==> src/rtl/dm_arb_pkg.sv <==
// Shared state encoding and sizing defaults for the two-master data-memory arbiter.
package dm_arb_pkg;

  typedef enum logic [1:0] {
    IDLE = 2'd0,
    ACC  = 2'd1,
    RESP = 2'd2
  } state_t;

  localparam int AW_DEF     = 10;
  localparam int DW_DEF     = 32;
  localparam int WORD_BYTES = 4;
  // Address bits that must be zero for a word-aligned access.
  localparam int OFS_W      = $clog2(WORD_BYTES);

endpackage

==> src/rtl/rr_pick2.sv <==
// Round-robin winner select for two requesters; purely combinational, no backpressure.
module rr_pick2 (
  input  logic req0,
  input  logic req1,
  input  logic last,
  output logic any,
  output logic win,
  output logic next_last
);

  always_comb begin
    any = req0 | req1;
    // On a tie the master that did not win last time goes next.
    if (req0 && req1) win = ~last;
    else              win = req1;
    next_last = any ? win : last;
  end

endmodule

==> src/rtl/dm_arb2.sv <==
// Two-master word arbiter for the data memory: 3 cycles per access (grant, ACC, RESP/ack).
// Requests wait (req held) while the other master is being served; misaligned accesses are suppressed.
module dm_arb2
  import dm_arb_pkg::*;
#(
  parameter int AW = AW_DEF,
  parameter int DW = DW_DEF
) (
  input  logic          clk,
  input  logic          rst,
  input  logic          m0_req,
  input  logic          m0_we,
  input  logic [AW-1:0] m0_addr,
  input  logic [DW-1:0] m0_wdata,
  output logic          m0_ack,
  output logic          m0_err,
  output logic [DW-1:0] m0_rdata,
  input  logic          m1_req,
  input  logic          m1_we,
  input  logic [AW-1:0] m1_addr,
  input  logic [DW-1:0] m1_wdata,
  output logic          m1_ack,
  output logic          m1_err,
  output logic [DW-1:0] m1_rdata,
  output logic [AW-1:0] mem_addr,
  output logic [DW-1:0] mem_din,
  output logic          mem_we,
  input  logic [DW-1:0] mem_dout
);

  state_t        state, state_nxt;
  logic          last, sel, lat_we, bad;
  logic          any, win, next_last;
  logic [AW-1:0] g_addr;

  rr_pick2 u_pick (
    .req0      (m0_req),
    .req1      (m1_req),
    .last      (last),
    .any       (any),
    .win       (win),
    .next_last (next_last)
  );

  assign g_addr = win ? m1_addr : m0_addr;

  always_ff @(posedge clk or posedge rst) begin
    if (rst) state <= IDLE;
    else     state <= state_nxt;
  end

  // mem_we and ack/err decode straight from state so reset kills them asynchronously.
  always_comb begin
    state_nxt = state;
    mem_we    = 1'b0;
    m0_ack    = 1'b0;
    m1_ack    = 1'b0;
    m0_err    = 1'b0;
    m1_err    = 1'b0;
    case (state)
      IDLE: if (any) state_nxt = ACC;
      ACC: begin
        mem_we    = lat_we & ~bad;
        state_nxt = RESP;
      end
      RESP: begin
        m0_ack    = ~sel;
        m1_ack    = sel;
        m0_err    = ~sel & bad;
        m1_err    = sel & bad;
        state_nxt = IDLE;
      end
      default: state_nxt = IDLE;
    endcase
  end

  always_ff @(posedge clk or posedge rst) begin
    if (rst) begin
      last     <= 1'b1;
      sel      <= 1'b0;
      lat_we   <= 1'b0;
      bad      <= 1'b0;
      mem_addr <= '0;
      mem_din  <= '0;
    end else if (state == IDLE && any) begin
      last     <= next_last;
      sel      <= win;
      lat_we   <= win ? m1_we : m0_we;
      mem_addr <= g_addr;
      mem_din  <= win ? m1_wdata : m0_wdata;
      bad      <= |g_addr[OFS_W-1:0];
    end
  end

  // Read data lands at the end of ACC; writes leave the holding register alone.
  always_ff @(posedge clk or posedge rst) begin
    if (rst) begin
      m0_rdata <= '0;
      m1_rdata <= '0;
    end else if (state == ACC && !lat_we) begin
      if (sel) m1_rdata <= bad ? '0 : mem_dout;
      else     m0_rdata <= bad ? '0 : mem_dout;
    end
  end

endmodule

==> config.mk <==
export PLATFORM = sky130hd
export DESIGN_NAME = dm_arb2
export DESIGN_NICKNAME = d
export VERILOG_FILES = /design/src/rtl/dm_arb_pkg.sv /design/src/rtl/rr_pick2.sv /design/src/rtl/dm_arb2.sv
export SDC_FILE = /design/constraint.sdc
export NUM_CORES = 1
export LEC_CHECK = 0
export BUFFER_PORTS_ARGS = -buffer_cell sky130_fd_sc_hd__buf_2
export CAP_MARGIN = 10
export CORE_ASPECT_RATIO = 0.7
export CORE_MARGIN = 8
export CORE_UTILIZATION = 51
export CTS_BUF_LIST = sky130_fd_sc_hd__clkbuf_16
export CTS_CLUSTER_SIZE = 8
export DETAILED_ROUTE_END_ITERATION = 8
export GPL_TIMING_DRIVEN = 1
export PLACE_DENSITY = 0.86
export SYNTH_ARGS = -nofsm -noshare
export SYNTH_HDL_FRONTEND = slang
export SYNTH_SLANG_ARGS = --single-unit
==> constraint.sdc <==
create_clock -name clk -period 7.5 [get_ports clk]
set_input_delay 0.75 -clock clk [delete_from_list [all_inputs] [get_ports clk]]
set_output_delay 0.75 -clock clk [all_outputs]
set_load 0.05 [all_outputs]
==> flow_summary.ini, run 1 <==
[synth]
synth_cell_type_count = 29
netlist.area_leader.share = 0.5337
synth_compound_area_frac = 0.09207
async_flop_share = 1.000
ys_ff_latch = 112
yosysWarningCount = 0
synth_top_flop_cell = dfrtp_1
synth-edff-count = 0
syn-mean-instance-area_um2 = 12.63
synth_xor_area_frac = 0
muxShareOfSynthArea = 0.2183
syn-cell-area_um2 = 5205
yosysMostFrequentCell = dfrtp_1
synthAdderAreaFrac = 0
synthesis.nets = 534
yosysTopAreaCell = dfrtp_1
yosysSeqAreaShare = 0.5387
netlist_instances = 412
netlist_top_cells_area = dfrtp_1, mux2_4, mux2_2
synthSimpleGateAreaFrac = 0.1079
synth_common_cells = dfrtp_1, nand2_1, mux2_4
synth_top_family_by_area = multiplexers

[timing]
finalMaxSlewViolations = 0
holdWs_ps = 472.6
min_period_over_period = 0.3494
slew_headroom = 0.3564
tns_ps = 0
fin_skew_ps = 6.560
clock.fmax_mhz = 381.6
finalHoldViolCount = 0
final-setup-viol-count = 0
grt_setup_unrepaired = false
tightest_slew_ps = 965.3
fin_crit_ps = 2620

[global_routing]
grt_usage = 0.1970
grt_max_degree = 64
grt_overflow = 0
grt_pass1_wl_mm = 21.58
antenna_found_initial = 0
grt_pass1_vias = 4232

[placement]
dpl.cell_count = 753
port-buffer-count = 232
dp_hpwl_mm = 10.42
routabilityCongestion = 0.7790

[final_layout]
fin_cells = 770
syn_to_final_growth_pct = 27.57
layout.nets = 754
final_layout_size_suffix_gt1_frac = 0.5730
n_fill_cell = 784

[die]
dieHeight_um = 100.5
initial_core_util = 0.5142
core-area_um2 = 10120
rows = 31
die_x_um = 136.7
dieArea_um2 = 13750
io_pins = 233

[setup_path]
cp_cell_sequence = and3_1, buf_2
r2r-end = m0_rdata[15]
path_max_fanout = 36
crit_buf_inv = 1
crit_required_ps = 6750
r2r_cells = 4
cp_top_family = flip-flops
slowest_stage = dfrtp_1
r2r_start = state[1]
cpPeakStageDelay_ps = 980
cp.arrival_ps = 1870
critPathLaunchType = flip-flop
crit_type = reg -> out
crit_path_end_kind = output pin
r2r_slack_ps = 5310
cp.depth = 2

[routing]
drtPass1Iterations = 4
num_vias = 3913
routedWlPerCell_um = 17.38
drt-total-wl_mm = 13.39
drtAntennaViolNets = 0
drc = 0
drt_iter0_markers = 137
viasPerCell = 5.082

[cts]
clk_path_buf_depth = 2
cts_resized = 0
cts_hold_buf = 0
cts.clk_slew.worst_paths_ps = 70
clk_latency_ps = 340
clock-sinks = 112
cts_setup_buffers = 0
numCtsBuffers = 9
htree_levels = 3
tritoncts = built
clock-root-buffer = clkbuf_16

[outcome]
outcome = finished clean

[power]
clkPwrFrac = 0.136
intPower_mw = 1.625
power_density_nw_per_um2 = 497.1
netSwitchingFraction = 0.5076
peakVddDrop_v = 0.0002955
p_leak_nw = 3.457
seq_power_share = 0.311
power_switching_mw = 1.676
comb_power_share = 0.552
total_power_mw = 3.301

[min_path]
min_path_cells = 2
hold_end = m0_rdata[6]
hp-class = reg -> reg
worstHoldStart = m0_rdata[6]

[job]
drv_cap = 0
==> registers in the layout, indices dropped and copies added, names as in the netlist <==
register	cells
m0_rdata	32
last	1
mem_addr	10
state	2
m1_rdata	32
lat_we	1
mem_din	32
bad	1
sel	1
==> metal layers <==
layer  share of wire  track usage  up-vias  routed length, um
li1                -            -     1861                  -
met1            0.39       0.2354     1846               5284
met2            0.47       0.3266      183               6342
met3            0.11      0.07371       23               1500
met4           0.019      0.05467        0                257
met5               0            0        -                  0
==> worst max-delay path by stage <==
stage	from	end	slack, ps
3_3_place_gp	m1_req	mem_addr[3]	5110
3_5_place_dp	m1_req	mem_addr[3]	5070
4_1_cts	bad	m1_err	4800
2_1_floorplan	rst	bad	3790
5_1_grt	bad	m1_err	4710
6_report	bad	m1_err	4880
==> power by group through the flow <==
stage | clock network (mW) | registers [mW] | logic (mW)
floorplan | 0 | 1.81 | 0.666
global placement | 0 | 1.03 | 1.80
detailed placement | 0 | 1.04 | 1.85
CTS | 0.464 | 1.03 | 1.84
global route | 0.491 | 1.06 | 1.92
finish | 0.450 | 1.03 | 1.82
==> worst reg2reg max path: stages, from the launching register on <==
cell and delay [ps]:
dfrtp_1 420, or4b_2 1000, buf_4 410, nand2_1 160, o21ai_1 80
==> cell type report <==
cell class              count  area (um^2)  share of cell area
repair buffers            236         1191              0.1794
multi-input cells         272         2190              0.3298
clock inverters             7        56.30            0.008479
diodes                      1        2.502           0.0003769
well taps                 132        165.2             0.02487
flip-flops and latches    112         2804              0.4223
inverters                   1        6.256           0.0009422
clock buffers               9        225.2             0.03392
==> placed cells by master, fill, tap and decap left out, types with 4 or more instances in the layout <==
cell type    n
buf_4        4
nand2b_1    33
o21ai_0     37
mux2_4      48
clkbuf_16    9
nand2_1     65
mux2_2      35
buf_2      232
dfrtp_1    111
o21ai_2     24
o21ai_1      8
==> cell families after synthesis <==
family,count (synthesis)
and+or+nand+nor,113
buffers and inverters,28
AOI/OAI and AO/OA,74
DFF,112
muxes,85
==> through the flow <==
stage,worst slack [ps],utilization,area (um^2)
after floorplan,3793,-,5205
after global placement,5106,0.6279,6356
after detailed placement,5072,0.6279,6356
after CTS,4802,0.6557,6638
after global routing,4706,0.6557,6638
final,4880,0.6559,6640
Note: power is estimated with default switching activity, not from simulation.
==> run 2, diff against run 1 <==
CORE_UTILIZATION = 43   (was 51)
PLACE_DENSITY = 0.77   (was 0.86)
clock period = 2.3 ns   (was 7.5 ns; I/O delays follow)
==> run 2 against run 1 <==
Compared with the run above: first-iteration DRC count decreased by 18%; clock-buffer cell count did not move; setup slack got worse by 4500 ps; combinational power rose to 3.3 times the previous value; via count decreased by 0.89%; sequential power rose to 3.2 times the previous value; die area grew 16%; core utilization fell by 8.2 points; total power grew to 3.3 times the previous value; sequential share of layout area fell by 0.67 points; design area rose by 1.6%; global-route usage fell by 3.1 points; highest routed layer unchanged.
==> flow_summary.ini, run 2 (synthesis results as in run 1) <==
[timing]
tns_ps = 0
clock.fmax_mhz = 525.1
setup_ws_ps = 395.7
final-setup-viol-count = 0
grt_setup_unrepaired = false
fin_crit_ps = 1904
fin_skew_ps = 9.235
finalHoldViolCount = 0
finalMaxSlewViolations = 0
min_period_over_period = 0.8279
tightest_slew_ps = 755.3
slew_headroom = 0.4965

[global_routing]
grt_pass1_wl_mm = 21.58
grt_overflow = 0
grt_usage = 0.1664
antenna_found_initial = 0
grt_pass1_vias = 4235
grt_max_degree = 106

[power]
power_density_nw_per_um2 = 1604
p_leak_nw = 3.483
peakVddDrop_v = 0.0009696
clkPwrFrac = 0.136
netSwitchingFraction = 0.5048
intPower_mw = 5.361
comb_power_share = 0.559
seq_power_share = 0.305
power_switching_mw = 5.465

[setup_path]
cp_top_family = simple AND/OR/NAND/NOR gates
cp.arrival_ps = 2100
crit_path_end_kind = flip-flop
crit_required_ps = 2500
path_max_fanout = 64
crit_type = reg -> reg
cpPeakStageDelay_ps = 680
slowest_stage = or4b_2
crit_buf_inv = 1
critPathLaunchType = flip-flop
cp_cell_sequence = or4b_2, buf_4, nand2_1, o21ai_2

[die]
io_pins = 233
die_x_um = 147.5
rows = 33
initial_core_util = 0.4423
dieHeight_um = 108.1
dieArea_um2 = 15940
core-area_um2 = 11770

[placement]
routabilityCongestion = 0.7992
dp_hpwl_mm = 10.38
dpl_worst_slack_ps = 438.4
dpl.cell_count = 782
dpl_cell_area_um2 = 6456
port-buffer-count = 232

[final_layout]
reg.largest.list = m0_rdata: 32 flops, m1_rdata: 32 flops, mem_din: 32 flops
postLayoutCellArea_um2 = 6748
final_common_cell = buf_2
final_layout_size_suffix_gt1_frac = 0.5748
syn_to_final_growth_pct = 29.64
fin_cells = 799
utilization = 0.5734
n_fill_cell = 985
diodes = 0
layout.nets = 759
most-common-layout-cells = buf_2, dfrtp_1, nand2_1, mux2_4, o21ai_0

[cts]
htree_levels = 3
cts_resized = 0
clock-root-buffer = clkbuf_16
cts_setup_buffers = 0
clk_path_buf_depth = 2
cts_hold_buf = 1
numCtsBuffers = 9
cts.clk_slew.worst_paths_ps = 70
clock-sinks = 112
tritoncts = built
clk_latency_ps = 340

[routing]
drt-total-wl_mm = 13.44
routedWlPerCell_um = 16.82
num_vias = 3878
drtPass1Iterations = 4
drc = 0
viasPerCell = 4.854
drtAntennaViolNets = 0
drt_iter0_markers = 113

[job]
drv_cap = 0

[min_path]
hp-class = in -> reg

[outcome]
outcome = finished clean
## run 2: routing by layer
| metal | vias to the layer above | GRT usage | wire, um | part of all wire |
|---|---|---|---|---|
| li1 | 1852 | - | - | - |
| met1 | 1840 | 0.1943 | 5504 | 0.41 |
| met2 | 171 | 0.2784 | 6397 | 0.48 |
| met3 | 15 | 0.07676 | 1407 | 0.10 |
| met4 | 0 | 0.03626 | 128 | 0.0095 |
| met5 | - | 0 | 0 | 0 |
## run 2: final timing paths
| kind | start | endpoint | slack, ps | cells after the start |
|---|---|---|---|---|
| min | mem_dout[15] | m0_rdata[15] | 160 | 3 |
| min in group asynchronous | rst | mem_din[16] | 350 | 3 |
| max | state[1] | m0_rdata[27] | 400 | 4 |
| max reg2reg | state[1] | m0_rdata[27] | 400 | 4 |
| max in group asynchronous | rst | m1_rdata[27] | 1120 | 4 |
| min reg2reg | m1_rdata[9] | m1_rdata[9] | 470 | 2 |
## run 2: final cells by class
class / instances / area, um^2 / area share
flip-flops and latches: 112 / 2804 / 0.4155
multi-input cells: 272 / 2190 / 0.3245
repair buffers: 241 / 1269 / 0.1880
clock buffers: 9 / 225.2 / 0.03338
well taps: 157 / 196.4 / 0.02911
clock inverters: 7 / 56.30 / 0.008344
inverters: 1 / 7.507 / 0.001113
## run 2: power by group through the flow
stage	clock network, mW	logic (mW)	registers, mW
final	1.47	6.05	3.31
after global routing	1.59	6.39	3.41
after CTS	1.52	6.13	3.31
after detailed placement	0	6.14	3.33
after global placement	0	6.01	3.29
after floorplan	0	2.17	5.91
## run 2: through the flow
stage          power (mW)  hold slack [ps]
4_1_cts             10.96            139.8
2_1_floorplan       8.080            387.6
3_3_place_gp        9.303            158.2
3_5_place_dp        9.462            171.5
6_report            10.83            156.0
5_1_grt             11.39            148.5
## run 2: worst reg2reg max path, cell delays in order, from the launching register on
cell and delay (ps):
dfrtp_1 430, or4b_2 680, buf_4 360, nand2_1 240, o21ai_2 60
==> run 3, diff against run 2 <==
clock period = 1.63 ns   (was 2.3 ns; I/O delays follow)
==> run 3 against run 2 <==
Compared with the run above: register-to-register slack got worse by 390 ps; setup slack got worse by 390 ps; clock skew fell by 2.8 ps; via count rose by 2.3%; critical endpoint is now mem_din[22]; routed wire length rose by 4.4%; sequential share of layout area fell by 1.5 points; design area rose by 3.8%; die area did not move; largest power group unchanged; clock-buffer cell count did not move; worst hold slack got worse by 64 ps; clock power rose by 41%; cell count rose by 2.1%.
==> flow_summary.ini, run 3 (synthesis results as in run 1) <==
[setup_path]
cpMostUsedCell = mux2_4
r2r_cells = 5
crit_path_end_kind = flip-flop
cpPeakStageDelay_ps = 560
crit_required_ps = 1850
r2r-end = mem_din[22]
crit_type = reg -> reg
crit_start = last
critPathLaunchType = flip-flop
cp_top_family = flip-flops
slowest_stage = dfstp_2
cp.arrival_ps = 1850
r2r_slack_ps = 8
path_max_fanout = 28
cp_cell_sequence = a21boi_4, buf_12, buf_6, mux2_4, mux2_4
crit_buf_inv = 2
r2r_start = last

[routing]
drc = 0
drtAntennaViolNets = 0
drt_iter0_markers = 93
num_vias = 3967
routedWlPerCell_um = 17.20
drtPass1Iterations = 4
viasPerCell = 4.862
drt-total-wl_mm = 14.03

[final_layout]
fin_cells = 816
multi_input_area_um2 = 2211
layout.nets = 777
final_common_cell = buf_2
n_fill_cell = 997
postLayoutCellArea_um2 = 7007
final_layout_size_suffix_gt1_frac = 0.5948
diodes = 0
most-common-layout-cells = buf_2, dfrtp_1, nand2_1, mux2_4, o21ai_0
syn_to_final_growth_pct = 34.62
seq_area_um2 = 2804
reg.largest.list = m0_rdata: 32 flops, m1_rdata: 32 flops, mem_din: 32 flops

[die]
initial_core_util = 0.4423
rows = 33
dieArea_um2 = 15940
core-area_um2 = 11770
dieHeight_um = 108.1
die_x_um = 147.5
io_pins = 233

[timing]
final-setup-viol-count = 0
min_period_over_period = 0.9950
finalHoldViolCount = 0
finalMaxSlewViolations = 0
fin_skew_ps = 6.393
fin_crit_ps = 1622
tightest_slew_ps = 496.2
slew_headroom = 0.6685
grt_setup_unrepaired = true
clock.fmax_mhz = 616.6
holdWs_ps = 91.82

[global_routing]
antenna_found_initial = 1
grt_overflow = 0
grt_usage = 0.1747
grt_pass1_wl_mm = 22.63
grt_max_degree = 46
grt_pass1_vias = 4425

[placement]
dp_hpwl_mm = 10.98
routabilityCongestion = 0.8176
port-buffer-count = 232
dpl_cell_area_um2 = 6601
dpl.cell_count = 798

[power]
p_leak_nw = 3.613
power_density_nw_per_um2 = 2241
total_power_mw = 15.70
peakVddDrop_v = 0.001309

[min_path]
min_path_cells = 3
hold_end = m0_rdata[1]
worstHoldStart = mem_dout[1]
hp-class = in -> reg

[cts]
clk_latency_ps = 340
clock-sinks = 112
tritoncts = built
cts.clk_slew.worst_paths_ps = 70
clk_path_buf_depth = 2
clock-root-buffer = clkbuf_16
htree_levels = 3
numCtsBuffers = 9

[job]
drv_cap = 0

[outcome]
outcome = finished clean
## run 3: what timing repair did
item,CTS,global route
gates cloned,1,0
resized for setup,10,13
buffers inserted,1,0
pin swaps,0,3
endpoints found under the setup margin,64,38
hold buffers,1,0
hold endpoints to repair,17,0
## run 3: layer usage
layer  wire [um]  up-vias  global-route usage  share of wire
met4         146        2             0.03771          0.010
met1        5800     1901              0.2077           0.41
met2        6928      160              0.2983           0.49
met5          13        -                   0        0.00093
li1            -     1888                   -              -
met3        1143       16             0.06717          0.081
## run 3: per-stage QoR
stage / setup WS, ps / setup TNS [ps] / utilization
final: 8.110 / 0 / 0.5954
after global routing: -17.74 / -66.36 / 0.5954
after CTS: 0.01554 / 0 / 0.5915
after detailed placement: -54.48 / -1196 / 0.5610
after global placement: -29.87 / -671.0 / 0.5610
after floorplan: 75.47 / 0 / -
## run 3: power by group
part | leakage (nW) | internal, mW | total, mW | switching, mW
sequential | 1.40 | 3.95 | 4.63 | 0.680
clock | 0.132 | 1.06 | 2.08 | 1.02
combinational | 2.08 | 2.86 | 8.99 | 6.13
## run 3: worst max-delay path by stage
stage	endpoint	cells past startpoint	slack, ps
2_1_floorplan	mem_din[24]	5	80
3_3_place_gp	m0_rdata[4]	4	-30
3_5_place_dp	m0_rdata[3]	4	-50
4_1_cts	mem_din[8]	5	0.02
5_1_grt	mem_din[22]	5	-20
6_report	mem_din[22]	5	8
## run 3: cell type report
cell class | instances | share of cell area
clock buffer | 9 | 0.03214
clock inverter | 6 | 0.007857
inverter | 1 | 0.001071
multi-input combinational | 272 | 0.3155
sequential | 112 | 0.4002
tap | 157 | 0.02804
timing repair buffer | 259 | 0.2152
## run 3: worst min-delay path, cell delays in order
cell	delay, ps
buf_2	90
nand2b_1	80
o21ai_1	60
